<file path="src/rtl/pc_fetch.sv">
// pc_fetch: MIPS32 instruction-fetch front end.
// Holds the program counter, drives the instruction ROM address/enable and
// registers the returned word with its PC into the IF/ID pipeline register.
// Handles sequential fetch, delay-slot branch redirect, exception flush,
// IF/ID stalls and a redirect that arrives while fetch is frozen.
//
//  state  | meaning
//  -------+-----------------------------------------------------------
//  S_IDLE | held in / just out of reset; ROM disabled, PC = RESET_PC
//  S_RUN  | fetching; ROM enabled every cycle, stalled or not
module pc_fetch #(
  parameter logic [31:0] RESET_PC = 32'h0000_0000,
  parameter logic [31:0] NOP_INST = 32'h0000_0000
) (
  input  logic        clk,
  input  logic        rst,
  output logic [31:0] pc_o,
  output logic        ce_o,
  input  logic [31:0] inst_i,
  input  logic        stall_if_i,
  input  logic        stall_id_i,
  input  logic        branch_flag_i,
  input  logic [31:0] branch_target_i,
  input  logic        flush_i,
  input  logic [31:0] flush_pc_i,
  output logic [31:0] id_pc_o,
  output logic [31:0] id_inst_o,
  output logic        id_valid_o
);

  typedef enum logic {S_IDLE, S_RUN} state_e;

  state_e      state_q, state_d;
  logic        ce_q, ce_d;
  logic [31:0] pc_q, pc_d;
  logic        pend_q, pend_d;
  logic [31:0] pend_pc_q, pend_pc_d;

  logic [31:0] id_pc_q, id_pc_d;
  logic [31:0] id_inst_q, id_inst_d;
  logic        id_valid_q, id_valid_d;

  logic        run;

  assign run = (state_q == S_RUN);

  // Next fetch state: PC selection and the deferred-redirect register.
  always_comb begin
    state_d   = state_q;
    pc_d      = pc_q;
    pend_d    = pend_q;
    pend_pc_d = pend_pc_q;
    if (!run) begin
      // Branch and flush have no effect until fetch is running.
      state_d = S_RUN;
      pc_d    = RESET_PC;
    end else if (flush_i) begin
      pc_d   = flush_pc_i;
      pend_d = 1'b0;
    end else if (stall_if_i) begin
      // Remember the latest redirect; an older pending one is overwritten.
      if (branch_flag_i) begin
        pend_d    = 1'b1;
        pend_pc_d = branch_target_i;
      end
    end else if (pend_q) begin
      // A deferred redirect outranks a branch presented in the same cycle.
      pc_d   = pend_pc_q;
      pend_d = 1'b0;
    end else if (branch_flag_i) begin
      pc_d = branch_target_i;
    end else begin
      pc_d = pc_q + 32'd4;
    end
    ce_d = (state_d == S_RUN);
  end

  // Next IF/ID contents: flush, hold, bubble or capture of the fetched word.
  always_comb begin
    id_pc_d    = id_pc_q;
    id_inst_d  = id_inst_q;
    id_valid_d = id_valid_q;
    if (run && flush_i) begin
      id_pc_d    = 32'd0;
      id_inst_d  = NOP_INST;
      id_valid_d = 1'b0;
    end else if (stall_id_i) begin
      id_pc_d    = id_pc_q;
      id_inst_d  = id_inst_q;
      id_valid_d = id_valid_q;
    end else if (stall_if_i) begin
      id_pc_d    = 32'd0;
      id_inst_d  = NOP_INST;
      id_valid_d = 1'b0;
    end else begin
      // A branch does not kill IF/ID: the word fetched now is the delay slot.
      id_pc_d    = pc_q;
      id_inst_d  = ce_q ? inst_i : NOP_INST;
      id_valid_d = ce_q;
    end
  end

  // Fetch FSM, PC and pending-redirect registers with synchronous reset.
  always_ff @(posedge clk) begin
    if (rst) begin
      state_q   <= S_IDLE;
      ce_q      <= 1'b0;
      pc_q      <= RESET_PC;
      pend_q    <= 1'b0;
      pend_pc_q <= 32'd0;
    end else begin
      state_q   <= state_d;
      ce_q      <= ce_d;
      pc_q      <= pc_d;
      pend_q    <= pend_d;
      pend_pc_q <= pend_pc_d;
    end
  end

  // IF/ID pipeline register with synchronous reset to a bubble.
  always_ff @(posedge clk) begin
    if (rst) begin
      id_pc_q    <= 32'd0;
      id_inst_q  <= NOP_INST;
      id_valid_q <= 1'b0;
    end else begin
      id_pc_q    <= id_pc_d;
      id_inst_q  <= id_inst_d;
      id_valid_q <= id_valid_d;
    end
  end

  assign pc_o       = pc_q;
  assign ce_o       = ce_q;
  assign id_pc_o    = id_pc_q;
  assign id_inst_o  = id_inst_q;
  assign id_valid_o = id_valid_q;

endmodule

</file>
<file path="config.mk">
export PLATFORM = sky130hd
export DESIGN_NAME = pc_fetch
export DESIGN_NICKNAME = d
export VERILOG_FILES = /design/src/rtl/pc_fetch.sv
export SDC_FILE = /design/constraint.sdc
export NUM_CORES = 1
export LEC_CHECK = 0
export ABC_CLOCK_PERIOD_IN_PS = 1850
export CELL_PAD_IN_SITES_DETAIL_PLACEMENT = 1
export CELL_PAD_IN_SITES_GLOBAL_PLACEMENT = 1
export CORE_MARGIN = 4
export CORE_UTILIZATION = 41
export CTS_CLUSTER_DIAMETER = 150
export DETAILED_ROUTE_END_ITERATION = 12
export DONT_BUFFER_PORTS = 1
export HOLD_SLACK_MARGIN = 0.08
export PLACE_DENSITY = 0.72
export SLEW_MARGIN = 20
export SYNTH_ARGS = -nofsm -noshare
export SYNTH_HDL_FRONTEND = slang
export SYNTH_SLANG_ARGS = --single-unit
</file>
<file path="constraint.sdc">
create_clock -name clk -period 1.85 [get_ports clk]
set_input_delay 0.2775 -clock clk [delete_from_list [all_inputs] [get_ports clk]]
set_output_delay 0.2775 -clock clk [all_outputs]
set_load 0.1 [all_outputs]
</file>
==> flow_summary.json, run 1 <==
{
  "status": "finished, violations left",
  "violations": "setup timing",
  "drive_gt1_share_pct": 25.1,
  "critPathLaunch": "pc_o[5]",
  "fp.dieH_um": 131,
  "fin_crit_ns": 1.94,
  "met3_usage_pct": 7.44,
  "core-area_um2": 14600,
  "total_power_w": 0.00791,
  "timing.hold.ws_ns": 0.0929,
  "worst_setup_path_end_kind": "register",
  "drc": 0,
  "clock_latency_ns": 0.43,
  "hpwl_um": 17800,
  "comb_power_share_pct": 16.1,
  "cts-root-buf": "clkbuf_16",
  "yosysWarnings": 0,
  "switching_share_pct": 29.7,
  "numPortBuffers": 0,
  "syn_to_final_growth_pct": 49.9,
  "dr.pass1.iters": 4,
  "seqPwrFrac_pct": 37.2,
  "seq_area_frac_synth_pct": 42.3,
  "slowest_delay_ns": 0.44,
  "ys_ff_latch": 131,
  "cts.path.max_buffers": 2,
  "slew_violations": 0,
  "cts_tree": "done",
  "finish.utilization_pct": 63.4,
  "grtUsageTotal_pct": 33.6,
  "rr_worst_depth": 5,
  "placedInstanceArea_um2": 7460,
  "ys_top_cells_by_area": "dfxtp_1 (42%), a21oi_1 (7.9%), nand2_1 (6.3%)",
  "min_to": "id_pc_o[18]",
  "synthDistinctLibCells": 54,
  "grtUsageMet2_pct": 60.2,
  "fmax_ghz": 0.515,
  "max_slew_margin_pct": 63.4,
  "design_area_um2": 9290,
  "ioPinCount": 200,
  "cp_cell_sequence": "nand4_4 > or3_4 > or3_4 > or4_4 > a31oi_4",
  "crit_path_top_delay_cell": "or4_4",
  "first_iter_violations": 599,
  "fp.dieArea_um2": 17100,
  "cp-start-kind": "register",
  "min_from": "stall_id_i",
  "dpl.cell_count": 1066,
  "final_cells": 1199,
  "clk_pin_slew_ns": 0.06,
  "rows": 44,
  "clock_power_share_pct": 46.6,
  "gp_congestion": 0.957,
  "grt_pass1_vias": 7749,
  "cts_sinks": 131,
  "busiest_layer": "met2",
  "start_util_pct": 42.3,
  "grt_pass1_wl_um": 44000,
  "rr_startpoint": "pc_o[5]",
  "synthArstFlopShare_pct": 0,
  "die_w_um": 131,
  "synth_edf_count": 0,
  "cp_common_cell": "or3_4",
  "crit_arrival_ns": 2.29,
  "worst_slew_pin_slew_ns": 0.543,
  "power_switching_w": 0.00235,
  "p_int_w": 0.00556,
  "synth_fp_nets": 905,
  "max_cap_violations": 0,
  "overflow": 0,
  "final_net_count": 1104,
  "p_per_area_nw_per_um2": 851,
  "setup_viol": 1,
  "worstHoldPathCells": 3,
  "criticalPathCategory": "reg2reg",
  "skew_ns": 0.00809,
  "ant_nets": 0,
  "rsz0062_at_grt": "true",
  "syn_inst": 802,
  "synth_top_area_share_pct": 42.3,
  "grt_start_max_net_pins": 83,
  "crit_family": "simple AND/OR/NAND/NOR gates",
  "fin_crit_sh_pct": 105,
  "reg2reg_setup_slack_ns": -0.09,
  "antenna_found_initial": 1,
  "avgRoutedWirePerCell_um": 25.2,
  "avgSynthCellArea_um2": 7.73,
  "p_leak_nw": 3.48,
  "ir_drop_v": 0.000613,
  "h-tree-depth": 4,
  "yosys.area.top_type": "dfxtp_1",
  "hold_class": "in2reg",
  "path_max_fanout": 5,
  "timing.final.hold_violations": 0,
  "vias": 7374,
  "grt_use_met1_pct": 38.7,
  "vias_per_cell": 6.15,
  "reg2reg_to": "pc_o[21]",
  "wirelength_um": 30200,
  "crit_required_ns": 2.20,
  "layout_setup_ws_ns": -0.0906,
  "critPathBufInv": 0,
  "cts_made_buffers": 17,
  "synth_flop_cell": "dfxtp_1",
  "synth_area_um2": 6200
}
## power by group through the flow
| stage | sequential, W | clock [W] | combinational [W] |
|---|---|---|---|
| 2_1_floorplan | 0.00339 | 0 | 0.000410 |
| 3_3_place_gp | 0.00299 | 0 | 0.000984 |
| 3_5_place_dp | 0.00300 | 0 | 0.00100 |
| 4_1_cts | 0.00294 | 0.00367 | 0.00122 |
| 5_1_grt | 0.00295 | 0.00383 | 0.00133 |
| 6_report | 0.00294 | 0.00369 | 0.00128 |
## area by class of cell
cell class,count,area [um2]
Fill cell,1730,5350
Multi-Input combinational cell,586,3450
Sequential cell,131,2710
Timing Repair Buffer,251,2210
Clock buffer,21,504
Tap cell,184,230
Clock inverter,11,134
Inverter,14,56.3
Antenna cell,1,2.50
## synth_stat cells (12+ instances only)
cell,count
nor3_1,20
nand3_1,17
a22oi_1,40
nor2_1,89
nand2_1,104
nor4_1,12
dfxtp_1,131
nor3b_1,27
inv_1,13
clkbuf_1,57
a21oi_1,98
xnor2_1,12
o21ai_0,38
## worst max-delay path by stage
stage                     slack, ns  cells past startpoint  endpoint
after floorplan               -0.25                      7  pc_o[12]
after global placement        -0.13                      9  pc_o[18]
after detailed placement      -0.11                      9  pc_o[18]
after CTS                    -0.004                      5  pc_o[21]
after global routing          -0.13                      5  pc_o[21]
final                         -0.09                      5  pc_o[21]
## worst min-delay path, stage by stage
cell and delay, ns:
nor3b_1 0.03, a21oi_1 0.12, nor2_1 0.05
## layer usage
metal | wire length (um) | vias to the layer above
li1 | - | 3271
met5 | 0 | -
met2 | 15800 | 285
met4 | 1050 | 0
met3 | 1740 | 81
met1 | 11700 | 3737
## cell usage in the layout (no fill, tap or decap), types with 4 or more instances in the layout
cell type      netlist  final
nor2b_1              9      9
a22oi_1             40     40
a221oi_1             8      8
nor2_1              89     88
inv_6                0      5
a21oi_1             98     96
nor4_2               0      5
nor3_1              20     18
dfxtp_1            131    101
o211ai_1            11     11
nor4_1              12      5
nand2_1            104    103
a31oi_1              6      5
and3_1               6      5
inv_1               13     13
or3_1                8      5
a211oi_1             9      8
dlygate4sd3_1        0     92
buf_6                0      5
dfxtp_4              0     18
xnor2_1             12     12
nor3b_1             27     26
buf_4                0    149
nand3_1             17     14
clkbuf_16            0     21
dfxtp_2              0     12
o21ai_0             38     37
mux2i_1              6      6
nand4_1             11     11
o22ai_1              7      7
a31o_2               4      4
## what timing repair did
item | CTS | global route
buffers inserted | 0 | 5
hold buffers | 92 | 2
pin swaps | 1 | 12
hold endpoints to repair | 112 | 2
gates resized for setup | 5 | 28
setup endpoints to repair | 13 | 15
cloned | 0 | 1
## metrics by stage
step	setup TNS [ns]	setup slack, ns
floorplan	-1.77	-0.249
global placement	-0.355	-0.129
detailed placement	-0.565	-0.110
CTS	-0.00400	-0.00400
global route	-0.306	-0.127
finish	-0.0906	-0.0906
## state kept, by name, indices dropped and copies added, names as in the netlist
signal	count
id_inst_o	32
ce_o	1
id_pc_o	32
id_valid_o	1
pc_o	32
pend_pc_q	32
pend_q	1
## logic make-up after synthesis
| kind of cell | after synthesis | share of synthesized area, % |
|---|---|---|
| simple gates | 319 | 24.6 |
| compound gates | 244 | 24.4 |
| flops | 131 | 42.3 |
| buf+inv | 85 | 5.23 |
| xor+xnor | 15 | 2.12 |
| mux | 7 | 1.15 |
| fa+ha+maj | 1 | 0.202 |
Note: power is estimated with default switching activity, not from simulation.
==> run 2: changes to the inputs <==
--- a/config.mk
+++ b/config.mk
@@ -13,6 +13,7 @@
 export CTS_CLUSTER_DIAMETER = 150
 export DETAILED_ROUTE_END_ITERATION = 12
 export DONT_BUFFER_PORTS = 1
+export GPL_TIMING_DRIVEN = 0
 export HOLD_SLACK_MARGIN = 0.08
 export PLACE_DENSITY = 0.72
 export SLEW_MARGIN = 20
==> run 2 against run 1 <==
The run still ends with setup timing left. Global-route usage about the same. Worst hold slack got worse by 0.0038 ns. Die area unchanged. Via count down 1.2%. Sequential share of layout area is 2.1 points higher.
==> flow_summary.json, run 2 (same netlist as run 1, synthesis figures left out) <==
{
  "cts_tree": "done",
  "vias": 7285,
  "setup_viol": 20,
  "power_switching_w": 0.00247,
  "p_int_w": 0.00544,
  "ir_drop_v": 0.000802,
  "max_slew_margin_pct": 28.3,
  "placedInstanceArea_um2": 6570,
  "cts-root-buf": "clkbuf_16",
  "numPortBuffers": 0,
  "fin_crit_ns": 2.24,
  "grt_pass1_wl_um": 43400,
  "drc": 0,
  "dr.pass1.iters": 6,
  "ioPinCount": 200,
  "worst_setup_path_end_kind": "register",
  "clock_power_share_pct": 47.0,
  "crit_arrival_ns": 2.55,
  "skew_ns": 0.00666,
  "die_w_um": 131,
  "h-tree-depth": 4,
  "hpwl_um": 19300,
  "n_antenna_cell": 0,
  "critPathLaunch": "pc_o[9]",
  "rows": 44,
  "finish.utilization_pct": 59.7,
  "avgRoutedWirePerCell_um": 26.5,
  "violations": "setup timing",
  "gp_congestion": 0.928,
  "switching_share_pct": 31.2,
  "clk_pin_slew_ns": 0.07,
  "mostFrequentLayoutCells": "nand2_1 (103), dfxtp_1 (99), a21oi_1 (96), nor2_1 (84), dlygate4sd3_1 (78)",
  "crit_required_ns": 2.15,
  "start_util_pct": 42.3,
  "grtUsageTotal_pct": 33.6,
  "fp.dieArea_um2": 17100,
  "p_per_area_nw_per_um2": 905,
  "cts_sinks": 131,
  "worst_slew_pin_slew_ns": 1.07,
  "rr_worst_depth": 6,
  "design_area_um2": 8750,
  "vias_per_cell": 6.47,
  "grt_pass1_vias": 7563,
  "wirelength_um": 29800,
  "path_max_fanout": 8,
  "timing.final.hold_violations": 0,
  "reg2reg_setup_slack_ns": -0.39,
  "reg2reg_to": "pc_o[30]",
  "layout_commonest_cell": "nand2_1",
  "grt_start_max_net_pins": 17,
  "place_ws_ns": -0.864,
  "syn_to_final_growth_pct": 41.2,
  "max_cap_violations": 0,
  "overflow": 0,
  "ant_nets": 0,
  "cts_made_buffers": 17,
  "seqPwrFrac_pct": 42.6,
  "comb_power_share_pct": 10.4,
  "rr_startpoint": "pc_o[9]",
  "endpoint": "pc_o[30]",
  "core-area_um2": 14600,
  "fin_crit_sh_pct": 121,
  "slew_violations": 0,
  "status": "finished, violations left",
  "p_leak_nw": 3.13,
  "final_net_count": 1032,
  "antenna_found_initial": 0,
  "cts.path.max_buffers": 2,
  "fmax_ghz": 0.446,
  "rsz0062_at_grt": "true",
  "layout_setup_ws_ns": -0.393,
  "first_iter_violations": 689,
  "fp.dieH_um": 131,
  "clock_latency_ns": 0.43,
  "hold_class": "in2reg",
  "cp-start-kind": "register",
  "criticalPathCategory": "reg2reg",
  "drive_gt1_share_pct": 20.1,
  "min_from": "flush_pc_i[11]"
}
==> run 2: cell count changes in the layout (fill, tap and decap cells not counted), moves of 9 or more <==
cell           before  now
clkbuf_2            0   24
dlygate4sd3_1      92   78
buf_2               0    9
clkbuf_1            1   29
dfxtp_4            18   28
buf_4             149   18
==> run 2: how the worst min path moves through the flow <==
stage | endpoint | depth (start not counted) | slack [ns]
global placement | pend_pc_q[30] | 2 | 0.42
global route | pc_o[11] | 2 | 0.10
CTS | pc_o[25] | 2 | 0.08
finish | pc_o[11] | 2 | 0.09
detailed placement | pend_pc_q[24] | 2 | 0.42
floorplan | pc_o[2] | 2 | 0.41
==> run 2: power groups by stage <==
| stage | clock network, W | logic (W) | registers (W) |
|---|---|---|---|
| final | 0.00372 | 0.000823 | 0.00337 |
| after global routing | 0.00384 | 0.000877 | 0.00338 |
| after CTS | 0.00372 | 0.000771 | 0.00337 |
| after detailed placement | 0 | 0.000598 | 0.00343 |
| after global placement | 0 | 0.000576 | 0.00343 |
| after floorplan | 0 | 0.000410 | 0.00339 |
==> run 2: area by class of cell <==
type	count	area, um2
clock buffers	18	450
clock inverters	14	189
fillers	1722	5900
flip-flops and latches	131	2730
repair buffers	110	1070
multi-input cells	586	3670
inverters	14	53.8
well taps	184	230
plain buffers	69	344
==> run 2: stage by stage <==
stage / setup TNS [ns] / hold slack (ns) / std cells / total power (W)
finish: -4.46 / 0.0890 / 1126 / 0.00792
global route: -5.67 / 0.100 / 1126 / 0.00810
CTS: -3.80 / 0.0845 / 1121 / 0.00785
detailed placement: -54.16 / 0.422 / 986 / 0.00403
global placement: -48.36 / 0.415 / 986 / 0.00400
floorplan: -1.77 / 0.412 / 802 / 0.00380
==> run 2: worst max-delay path, cell delays in order, from the launching register on <==
cell and delay, ns:
dfxtp_4 0.60, nand4_1 0.31, or3_4 0.47, clkbuf_16 0.18
nor4_4 0.29, xnor2_1 0.16, o22ai_1 0.08
==> run 2: metal layers <==
metal  global-route usage [%]  vias up  wire, um
met2                     55.2      453     14300
met3                     10.4      108      2960
met1                     39.5     3579     11100
met4                     17.6        0      1510
li1                         -     3145         -
met5                        0        -         0
==> run 2: repair_timing <==
| action | 4_1_cts | 5_1_grt |
|---|---|---|
| gates cloned | 1 | 0 |
| setup endpoints to repair | 128 | 118 |
| resized for setup | 87 | 68 |
| hold buffers | 78 | 0 |
| pin swaps | 32 | 31 |
| buffers inserted | 25 | 8 |
| endpoints found under the hold margin | 79 | 0 |
==> run 3: changes to the inputs <==
--- a/config.mk
+++ b/config.mk
@@ -9,13 +9,13 @@
 export CELL_PAD_IN_SITES_DETAIL_PLACEMENT = 1
 export CELL_PAD_IN_SITES_GLOBAL_PLACEMENT = 1
 export CORE_MARGIN = 4
-export CORE_UTILIZATION = 41
+export CORE_UTILIZATION = 40
 export CTS_CLUSTER_DIAMETER = 150
 export DETAILED_ROUTE_END_ITERATION = 12
 export DONT_BUFFER_PORTS = 1
 export GPL_TIMING_DRIVEN = 0
 export HOLD_SLACK_MARGIN = 0.08
-export PLACE_DENSITY = 0.72
+export PLACE_DENSITY = 0.7
 export SLEW_MARGIN = 20
 export SYNTH_ARGS = -nofsm -noshare
 export SYNTH_HDL_FRONTEND = slang
==> run 3 against run 2 <==
The flow still finishes with violations (setup timing). Flip-flop and latch count unchanged. Register-to-register slack got worse by 0.02 ns. Sequential share of layout area grew 0.26 points. Critical endpoint is now pc_o[21]. Non-clock buffer count is 2 lower. Final area shrank 1.1%. Utilization is 2.8 points lower. Cell count rose by 0.18%.
==> flow_summary.json, run 3 (same netlist as run 1, synthesis figures left out) <==
{
  "criticalPathCategory": "reg2reg",
  "cts_sinks": 131,
  "p_leak_nw": 3.06,
  "avgRoutedWirePerCell_um": 25.2,
  "clock_latency_ns": 0.42,
  "cts_tree": "done",
  "h-tree-depth": 4,
  "reg2reg_to": "pc_o[21]",
  "place_ws_ns": -1.02,
  "max_slew_margin_pct": 28.7,
  "hpwl_um": 19400,
  "grt_pass1_wl_um": 42500,
  "fp.dieH_um": 132,
  "core-area_um2": 15200,
  "rr_worst_depth": 5,
  "numPortBuffers": 0,
  "dr.pass1.iters": 5,
  "final_net_count": 1030,
  "p_per_area_nw_per_um2": 885,
  "drive_gt1_share_pct": 19.0,
  "grt_pass1_vias": 7332,
  "hold_class": "in2reg",
  "vias": 7014,
  "gp_congestion": 0.916,
  "timing.final.hold_violations": 0,
  "max_cap_violations": 0,
  "slew_violations": 0,
  "fp.dieArea_um2": 17500,
  "rsz0062_at_grt": "true",
  "setup_viol": 22,
  "fmax_ghz": 0.442,
  "cts.path.max_buffers": 2,
  "layout_commonest_cell": "nand2_1",
  "ant_nets": 0,
  "timing.hold.ws_ns": 0.0986,
  "status": "finished, violations left",
  "start_util_pct": 40.8,
  "cts_made_buffers": 17,
  "rows": 45,
  "layout_setup_ws_ns": -0.415,
  "ioPinCount": 200,
  "rr_startpoint": "pc_o[9]",
  "worstHoldPathCells": 2,
  "cts-root-buf": "clkbuf_16",
  "fin_crit_ns": 2.26,
  "grtUsageTotal_pct": 31.2,
  "clk_pin_slew_ns": 0.06,
  "cp-start-kind": "register",
  "worst_setup_path_end_kind": "register",
  "die_w_um": 132,
  "skew_ns": 0.00678,
  "crit_arrival_ns": 2.60,
  "crit_required_ns": 2.19,
  "fin_crit_sh_pct": 122,
  "first_iter_violations": 472,
  "reg2reg_setup_slack_ns": -0.41,
  "drc": 0,
  "mostFrequentLayoutCells": "nand2_1 (102), dfxtp_1 (99), a21oi_1 (97), nor2_1 (83), dlygate4sd3_1 (78)",
  "min_to": "pc_o[23]",
  "grt_start_max_net_pins": 17,
  "ir_drop_v": 0.000604,
  "n_antenna_cell": 0,
  "wirelength_um": 28500,
  "antenna_found_initial": 0,
  "min_from": "flush_pc_i[23]",
  "overflow": 0,
  "syn_to_final_growth_pct": 39.6,
  "worst_slew_pin_slew_ns": 1.07,
  "violations": "setup timing",
  "vias_per_cell": 6.22,
  "path_max_fanout": 8
}
[run 3: cell count changes in the layout (fill, tap and decap cells not counted), moves of 3 or more]
cell,before,now
buf_4,18,21
dfxtp_4,28,25
buf_6,13,8
nor4_1,1,4
dfxtp_2,4,7
buf_2,9,5
[run 3: timing repair]
| action | 4_1_cts | 5_1_grt |
|---|---|---|
| setup endpoints to repair | 127 | 108 |
| buffers inserted | 18 | 15 |
| hold buffers | 78 | 0 |
| hold endpoints to repair | 78 | 0 |
| gates resized for setup | 62 | 69 |
| pin swaps | 16 | 30 |
| gates cloned | 0 | 0 |
[run 3: power breakdown]
| part | total [W] | switching [W] | internal [W] |
|---|---|---|---|
| registers | 0.00338 | 0.000501 | 0.00288 |
| clock network | 0.00348 | 0.00141 | 0.00208 |
| logic | 0.000802 | 0.000480 | 0.000322 |
| total | 0.00766 | 0.00239 | 0.00527 |
[run 3: worst max-delay path by stage]
stage,from,endpoint
after global placement,ce_o,pc_o[22]
after detailed placement,ce_o,pc_o[22]
after CTS,pc_o[5],pc_o[21]
final,pc_o[9],pc_o[21]
after floorplan,pc_o[2],pc_o[12]
after global routing,pc_o[5],pc_o[21]
[run 3: layer usage]
metal | up-vias | GRT usage [%] | wire, um | share of wire [%]
met1 | 3471 | 37.5 | 11200 | 39
met5 | - | 0 | 0 | 0
met3 | 73 | 9.24 | 2410 | 8.5
li1 | 3140 | - | - | -
met2 | 330 | 51.2 | 13600 | 48
met4 | 0 | 14.9 | 1220 | 4.3
[run 3: final cells by class]
class / count / area (um2)
Fill cell: 1776 / 6550
Multi-Input combinational cell: 586 / 3630
Sequential cell: 131 / 2730
Timing Repair Buffer: 110 / 1080
Clock buffer: 21 / 493
Buffer: 67 / 318
Tap cell: 188 / 235
Clock inverter: 11 / 114
Inverter: 14 / 53.8
[run 3: critical path, cell delays in order (launching register included)]
cell,delay (ns)
dfxtp_4,0.60
nand3_4,0.16
or3_4,0.46
or3_4,0.34
or4_1,0.41
a31oi_1,0.19
[run 3: per-stage QoR]
step	std cells	TNS, ns	instance area (um2)	power [W]	util [%]
3_5_place_dp	990	-50.98	6580	0.00403	43.3
6_report	1128	-4.86	8650	0.00766	56.9
3_3_place_gp	990	-46.40	6580	0.00401	43.3
2_1_floorplan	802	-1.77	6340	0.00380	-
5_1_grt	1128	-6.19	8650	0.00789	56.9
4_1_cts	1117	-4.37	8340	0.00763	54.8
